### config.mk
export PLATFORM = sky130hd
export DESIGN_NAME = digit_scan_driver
export DESIGN_NICKNAME = d
export VERILOG_FILES = /design/src/rtl/display_pkg.sv /design/src/rtl/onehot_decoder.sv /design/src/rtl/digit_scan_driver.sv
export SDC_FILE = /design/constraint.sdc
export NUM_CORES = 1
export LEC_CHECK = 0
export CAP_MARGIN = 30
export CORE_MARGIN = 4
export CORE_UTILIZATION = 55
export DETAILED_ROUTE_END_ITERATION = 6
export GPL_ROUTABILITY_DRIVEN = 0
export PLACE_DENSITY = 0.83
export SYNTH_ARGS = -nofsm -noshare
export SYNTH_HDL_FRONTEND = slang
export SYNTH_SLANG_ARGS = --single-unit
### constraint.sdc
create_clock -name clk -period 7.49 [get_ports clk]
set_clock_uncertainty 0.15 [all_clocks]
set_input_delay 0.749 -clock clk [delete_from_list [all_inputs] [get_ports clk]]
set_output_delay 0.749 -clock clk [all_outputs]
set_load 0.05 [all_outputs]
### src/rtl/display_pkg.sv
// Shared definitions for the multiplexed display path: scan FSM states,
// default digit width and a ceiling-log2 helper for index widths.
package display_pkg;

    localparam int DEFAULT_VAL_W = 4;

    typedef enum logic [1:0] {
        IDLE = 2'd0,
        SHOW = 2'd1,
        GAP  = 2'd2
    } scan_state_t;

    // Bits needed to index 'value' items; never less than one bit.
    function automatic int clog2(input int value);
        int width;
        width = 1;
        while ((1 << width) < value) begin
            width = width + 1;
        end
        return width;
    endfunction

endpackage

### src/rtl/onehot_decoder.sv
// Binary index to one-hot decoder with an enable that forces all-zero.
module onehot_decoder
    import display_pkg::*;
#(
    parameter int N  = 4,
    parameter int IW = clog2(N)
) (
    input  logic [IW-1:0] index,
    input  logic          en,
    output logic [N-1:0]  onehot
);

    // Exactly one bit set for an in-range index when enabled, otherwise none.
    always_comb begin
        onehot = '0;
        for (int k = 0; k < N; k++) begin
            if (en && (int'(index) == k)) begin
                onehot[k] = 1'b1;
            end
        end
    end

endmodule

### src/rtl/digit_scan_driver.sv
// N-digit time-multiplexed display scanner. Each digit is lit for a
// programmable dwell, followed by an optional all-off gap. Digit values and
// blank bits are snapshotted once per frame so a frame is always coherent.
// All outputs are registered views of the scan state one cycle earlier.
module digit_scan_driver
    import display_pkg::*;
#(
    parameter int NUM_DIGITS = 4,
    parameter int VAL_W      = DEFAULT_VAL_W,
    parameter int DIV_W      = 16,
    parameter int GAP_CYCLES = 2
) (
    input  logic                         clk,
    input  logic                         rst,
    input  logic                         enable,
    input  logic [DIV_W-1:0]             period,
    input  logic [NUM_DIGITS*VAL_W-1:0]  digits_in,
    input  logic [NUM_DIGITS-1:0]        blank_mask,
    output logic [NUM_DIGITS-1:0]        digit_sel,
    output logic [VAL_W-1:0]             digit_val,
    output logic [clog2(NUM_DIGITS)-1:0] scan_idx,
    output logic                         frame_done
);

    localparam int               IDX_W    = clog2(NUM_DIGITS);
    localparam logic [IDX_W-1:0] LAST_IDX = IDX_W'(NUM_DIGITS - 1);
    localparam logic [DIV_W-1:0] GAP_LAST = DIV_W'((GAP_CYCLES > 0) ? (GAP_CYCLES - 1) : 0);
    localparam bit               HAS_GAP  = (GAP_CYCLES > 0);

    scan_state_t                 state;
    scan_state_t                 next_state;
    logic [IDX_W-1:0]            idx;
    logic [IDX_W-1:0]            next_idx;
    logic [DIV_W-1:0]            count;
    logic [DIV_W-1:0]            next_count;
    logic [NUM_DIGITS*VAL_W-1:0] snap_vals;
    logic [NUM_DIGITS-1:0]       snap_blank;
    logic                        load_snap;
    logic                        wrap;
    logic                        wrap_q;
    logic                        advance;
    logic [DIV_W-1:0]            dwell_last;
    logic                        show_end;
    logic                        gap_end;
    logic                        lit;
    logic [NUM_DIGITS-1:0]       sel_decoded;
    logic [VAL_W-1:0]            cur_val;
    logic [VAL_W-1:0]            next_val;

    // Final count of a dwell, taken live from period; zero behaves like one.
    always_comb begin
        dwell_last = (period == '0) ? '0 : (period - 1'b1);
    end

    // ">=" lets a lowered period terminate an over-long dwell immediately.
    assign show_end = (count >= dwell_last);
    assign gap_end  = (count >= GAP_LAST);

    // Snapshot value of the current slot and whether it is actually driven.
    assign cur_val = snap_vals[idx*VAL_W +: VAL_W];
    assign lit     = (state == SHOW) && !snap_blank[idx];

    onehot_decoder #(
        .N  (NUM_DIGITS),
        .IW (IDX_W)
    ) u_sel_decoder (
        .index  (idx),
        .en     (lit),
        .onehot (sel_decoded)
    );

    // Next-state logic: dwell/gap timing, slot advance, wrap and snapshot load.
    always_comb begin
        next_state = state;
        next_idx   = idx;
        next_count = count;
        load_snap  = 1'b0;
        wrap       = 1'b0;
        advance    = 1'b0;

        if (!enable) begin
            next_state = IDLE;
            next_idx   = '0;
            next_count = '0;
        end else begin
            case (state)
                IDLE: begin
                    next_state = SHOW;
                    next_idx   = '0;
                    next_count = '0;
                    load_snap  = 1'b1;
                end
                SHOW: begin
                    if (show_end) begin
                        next_count = '0;
                        if (HAS_GAP) begin
                            next_state = GAP;
                        end else begin
                            advance = 1'b1;
                        end
                    end else begin
                        next_count = count + 1'b1;
                    end
                end
                GAP: begin
                    if (gap_end) begin
                        next_count = '0;
                        advance    = 1'b1;
                    end else begin
                        next_count = count + 1'b1;
                    end
                end
                default: begin
                    next_state = IDLE;
                    next_idx   = '0;
                    next_count = '0;
                end
            endcase

            if (advance) begin
                next_state = SHOW;
                if (idx == LAST_IDX) begin
                    next_idx  = '0;
                    wrap      = 1'b1;
                    load_snap = 1'b1;
                end else begin
                    next_idx = idx + 1'b1;
                end
            end
        end
    end

    // Value presented next: fresh in SHOW, held through GAP, zero when idle.
    always_comb begin
        next_val = '0;
        case (state)
            SHOW:    next_val = cur_val;
            GAP:     next_val = digit_val;
            default: next_val = '0;
        endcase
    end

    // Scan state register: FSM state, slot index and dwell/gap counter.
    always_ff @(posedge clk) begin
        if (rst) begin
            state <= IDLE;
            idx   <= '0;
            count <= '0;
        end else begin
            state <= next_state;
            idx   <= next_idx;
            count <= next_count;
        end
    end

    // Frame snapshot, reloaded only at scan start and at frame wrap.
    always_ff @(posedge clk) begin
        if (rst) begin
            snap_vals  <= '0;
            snap_blank <= '0;
        end else if (load_snap) begin
            snap_vals  <= digits_in;
            snap_blank <= blank_mask;
        end
    end

    // Registered outputs; frame_done is delayed so it lines up with digit 0.
    always_ff @(posedge clk) begin
        if (rst) begin
            digit_sel  <= '0;
            digit_val  <= '0;
            scan_idx   <= '0;
            wrap_q     <= 1'b0;
            frame_done <= 1'b0;
        end else begin
            digit_sel  <= sel_decoded;
            digit_val  <= next_val;
            scan_idx   <= idx;
            wrap_q     <= wrap;
            frame_done <= wrap_q;
        end
    end

endmodule

-- Yosys cells after proc, flatten, opt, wreduce, memory -nomap -nowiden
Index checks and enable logic that the tools add are counted.
- bits in registers: 52
- bits of input ports: 39
- output and inout port bits: 11
- logic and storage cells: 71
- add/sub/neg operators: 3
- magnitude comparators: 3
- eq/ne operators: 10
- shifts and indexed selects: 1
- mux-type cells: 25
- bitwise logic cells: 3
- reductions and logical operators: 15
- operator list (kind ; number):
    16-bit two-way mux ; 3
    16-bit one-hot mux with 2 select lines ; 1
    16-bit by 1-bit adder with 16-bit output (second input constant) ; 1
    16-bit by 1-bit greater-or-equal comparator with 1-bit output (second input constant) ; 1
    16-bit greater-or-equal comparator ; 1
    16-bit zero test ; 1
    16-bit by 5-bit variable part select with 4-bit output ; 1
    16-bit by 1-bit subtractor with 16-bit output (second input constant) ; 1
    1-bit two-way mux ; 14
    2-bit equality test (second input constant) ; 4
    2-bit two-way mux ; 4
    4-bit one-hot mux with 2 select lines ; 1
    2-bit one-hot mux with 3 select lines ; 1
    3-bit OR reduction ; 2
    1-bit logical AND ; 5
    2-bit by 1-bit equality test with 1-bit output (second input constant) ; 2
    2-bit zero test ; 2
    2-bit != test (second input constant) ; 2
    2-bit AND reduction ; 2
    2-bit OR reduction ; 2
    2-bit by 3-bit less-than comparator with 1-bit output (second input constant) ; 1
    3-bit by 2-bit != test with 1-bit output (second input constant) ; 1
    1-bit inverter ; 3
    2-bit by 1-bit adder with 2-bit output (second input constant) ; 1
    other kinds (3) ; 3

-- Logic depth before layout (Yosys ltp)
- depth after elaboration: 6
- gate-level depth with buffers: 13
- gate-level depth less buffers: 12

-- By module
A second synthesis with hierarchy kept.
- cell total of the unflattened synthesis: 347
- area total of the unflattened synthesis: 3116.7 µm²
- modules (own cells, without submodules) (module ; times used ; cells an instance ; area an instance (µm²) ; seq. area each (µm²)):
    digit_scan_driver ; 1 ; 343 ; 3079.2 ; 1041.0
    onehot_decoder ; 1 ; 4 ; 37.5 ; 0.0

-- Worst setup path before layout
Ideal clock, no wire load.
- path type: input-to-reg
- start: in period[9]
- end: reg count[10]
- setup time: 81 ps
- arrival time: 3322 ps
- required time: 7259 ps
- path slack: 3937 ps
- stages: 11
- buffers on the path: 2
- cell sequence: nor4_1 nand4_1 clkbuf_1 nand2_1 ha_1 a211o_1 a31oi_1 o221ai_1 a221o_2 buf_6 a211oi_2
- cells in the longest elaborated chain, start to end: 5
- elaborated cells between the ends (all ways): 6
- those cells by class: add/sub (1); order compare (1); mux (3); reduce/logical (1)
- ends and longest elaborated chain (element ; RTL line ; RTL):
    start, declared ; digit_scan_driver.sv:16 ; input logic [DIV_W-1:0] period,
    16-bit by 1-bit subtractor with 16-bit output / 16-bit zero test (equally long branches) ; digit_scan_driver.sv:52 ; dwell_last = (period == '0) ? '0 : (period - 1'b1);
    16-bit two-way mux * ; digit_scan_driver.sv:52 ;
    16-bit greater-or-equal comparator * ; digit_scan_driver.sv:56 ; assign show_end = (count >= dwell_last);
    16-bit two-way mux * ; digit_scan_driver.sv:94 ; if (show_end) begin
    16-bit one-hot mux with 2 select lines * ; digit_scan_driver.sv:86 ; case (state)
    end signal, assigned ; digit_scan_driver.sv:152 ; count <= next_count;
    end, declared ; digit_scan_driver.sv:34 ; logic [DIV_W-1:0] count;
Mark *: on every way between the ends. The rest lies on a longest branch, timed or not.
A chain may end at the register's enable or synchronous reset.

-- Worst setup path in the final report
- start: in period[7]
- end: reg count[3]
The elaborated chain is that of the path after synthesis.

==> results_dict.tcl <==
set metrics [dict create \
    cap_violations 0 \
    ant_nets 0 \
    port_buffers 49 \
    chipHeight_um 82.2 \
    finalCritPeriodShare_pct 58.4 \
    setup_tns_ps 0 \
    fill_cells 411 \
    syn_avg_cell_area_um2 9.39 \
    crit_chain "clkdlybuf4s50_1 > nor4_1 > nand4_1 > nand2_1 > ha_1 > a211o_1 > a31oi_1 > o221ai_1 > a221o_2 > a211oi_1" \
    finalHoldViolCount 0 \
    synth_edf_count 0 \
    synth_top_area_share_pct 34.4 \
    initial_utilization_pct 58.1 \
    maxSlewHeadroom_pct 30.8 \
    fin_cells 437 \
    cp_max_fo 16 \
    hpwl_um 4850 \
    met2_wirelength_um 3260 \
    endpoint_kind "flop" \
    crit_path_start_kind "input port" \
    max_freq_ghz 0.229 \
    syn_inst 322 \
    ctsResizeCount 0 \
    multi_input_comb_area_um2 1880 \
    worst_slew_pin_slew_ps 1030 \
    comb_power_share_pct 14.2 \
    antenna_found_initial 0 \
    finalSetupViolCount 0 \
    hp-class "reg -> reg" \
    avgRoutedWirePerCell_um 14.8 \
    fp.coreArea_um2 5200 \
    drc 0 \
    overflow 0 \
    synth_common_cells "dfxtp_1 (52), nor2_1 (37), ha_1 (29), nand2_1 (27), mux2i_1 (21)" \
    dieWidth_um 82.2 \
    ys.flop_type "dfxtp_1" \
    timing.hold.ws_ps 303 \
    cts_buffer_depth 2 \
    numCtsBuffers 5 \
    drt_iter0_markers 87 \
    post_cts_buffers 0 \
    clk_latency_ps 310 \
    power_frac_seq_pct 47.9 \
    grt_pass1_vias 2441 \
    switching_power_mw 0.142 \
    grt_usage_pct 20.6 \
    synth_nets 390 \
    min_period_ps 4380 \
    yosysSeqAreaShare_pct 34.4 \
    wl_met3_um 215 \
    antenna_cells 0 \
    grt_pass1_wl_um 10900 \
    max_stage_delay_ps 680 \
    ioPinCount 50 \
    viasPerCell 5.67 \
    yosysWarnings 0 \
    rsz0062_at_grt "no" \
    dp.cells 429 \
    num_rows 26 \
    async_reset_ff_share_pct 0 \
    synth.most_common_cell "dfxtp_1" \
    vdd_ir_drop_max_uv 138 \
    clk_pin_slew_ps 90 \
    drt-met1-wl_um 2900 \
    power_density_nw_per_um2 164 \
    hold_buffers 0 \
    top_layer "met4" \
    yosysUniqueCellTypes 42 \
    worst-setup-path-type "in -> reg" \
    clkPwrFrac_pct 37.8 \
    drt_wl_total_um 6480 \
    swShare_pct 23.4 \
    htreeDepth 2 \
    vias 2477 \
    drive_above_1_share_pct 7.63 \
    path_buf_inv 1 \
    final_cell_area_um2 3690 \
    critPathTopFamily "compound AO/OA/AOI/OAI gates" \
    grt_max_degree 31 \
    syn-cell-area_um2 3020 \
    required_ps 7560 \
    seqCellArea_um2 1040 \
    slew_viol_final 0 \
    cp.arrival_ps 4440 \
    internal-power_mw 0.464 \
    place_area_um2 3550 \
    synth-seq-cells 52 \
    cts-root-buf "clkbuf_8" \
    fin_util_pct 70.8 \
    status "complete, no violations" \
    leakage_nw 1.53 \
    fin_nets 434 \
    yosys.area.top_type "dfxtp_1" \
    cts.sinks 52 \
    synth.area.top_cells "dfxtp_1 (34%), ha_1 (12%), mux2i_1 (7.0%), nor2_1 (4.6%), a211oi_2 (4.1%)" \
    area_growth_syn_to_layout_pct 21.9 \
    die_area_um2 6750 \
    slowest_stage "nor4_1" \
    cts_tree "yes" \
    first_pass_iters 4 \
]
==> metal layers <==
metal	global-route usage (%)	vias to the layer above
li1	-	1228
met1	24.8	1190
met2	36.5	45
met3	4.88	14
met4	5.65	0
met5	0	-
==> path summary, 6_finish.rpt <==
check	start	end	slack, ps	cells past startpoint
worst max-delay path	period[7]	count[3]$_SDFF_PP0_	3110	10
worst min-delay path	wrap_q$_SDFF_PP0_	frame_done$_SDFF_PP0_	300	1
worst max register to register	count[2]$_SDFF_PP0_	count[3]$_SDFF_PP0_	5020	6
worst min register to register	wrap_q$_SDFF_PP0_	frame_done$_SDFF_PP0_	300	1
==> cells in the final DEF (no fill, tap or decap), types with 4 or more instances in the layout <==
cell / Yosys / final
and3_1: 10 / 10
nor2_1: 37 / 37
mux2i_1: 21 / 21
a22oi_1: 5 / 4
a211oi_2: 10 / 10
xor2_1: 14 / 14
nor2b_1: 4 / 4
clkbuf_8: 0 / 5
and2_1: 5 / 5
o21ai_0: 7 / 7
nand2_1: 27 / 27
dfxtp_1: 52 / 52
nor4_1: 6 / 6
inv_1: 12 / 12
xnor2_1: 12 / 12
a21oi_1: 9 / 9
ha_1: 29 / 29
and4_1: 4 / 4
a211oi_1: 7 / 7
nor3_1: 4 / 4
nand3_1: 6 / 6
mux4_2: 5 / 5
clkdlybuf4s50_1: 0 / 49
==> registers in the layout (all words and copies together) (netlist names) <==
signal / count
idx: 2
digit_sel: 4
snap_blank: 4
snap_vals: 16
digit_val: 4
count: 16
state: 2
scan_idx: 2
wrap_q: 1
frame_done: 1
==> worst register-to-register path, delay by kind of cell (launching register included) <==
family / cells / cell delay, ps
flops: 1 / 450
fa+ha+maj: 1 / 280
compound gates: 5 / 1510
==> area by class of cell <==
| class | instances | area share [%] |
|---|---|---|
| Multi-Input combinational cell | 245 | 50.9 |
| Sequential cell | 52 | 28.2 |
| Timing Repair Buffer | 50 | 13.5 |
| Tap cell | 70 | 2.38 |
| Clock buffer | 5 | 1.87 |
| Clock inverter | 3 | 1.87 |
| Inverter | 12 | 1.22 |
==> stage by stage <==
stage	power (mW)	setup WS, ps
after floorplan	0.348	3940
after global placement	0.380	3120
after detailed placement	0.383	2900
after CTS	0.612	3240
after global routing	0.633	2880
final	0.606	3110
==> power groups by stage <==
stage               sequential [mW]  combinational [mW]  clock, mW
finish                        0.290              0.0863      0.229
global placement              0.296              0.0836          0
global route                  0.291              0.0946      0.247
detailed placement            0.296              0.0863          0
CTS                           0.290              0.0866      0.235
floorplan                     0.297              0.0507          0
==> cell families after synthesis <==
kind of cell / count (synthesis) / share of synthesized area (%)
AOI/OAI and AO/OA: 44 / 11.6
xor gates and xnor gates: 26 / 7.53
adders and majority gates: 29 / 12.0
buffers and inverters: 25 / 3.64
DFF: 52 / 34.4
muxes: 26 / 10.7
and+or+nand+nor: 120 / 20.1
Power figures use the tool's default switching activity.
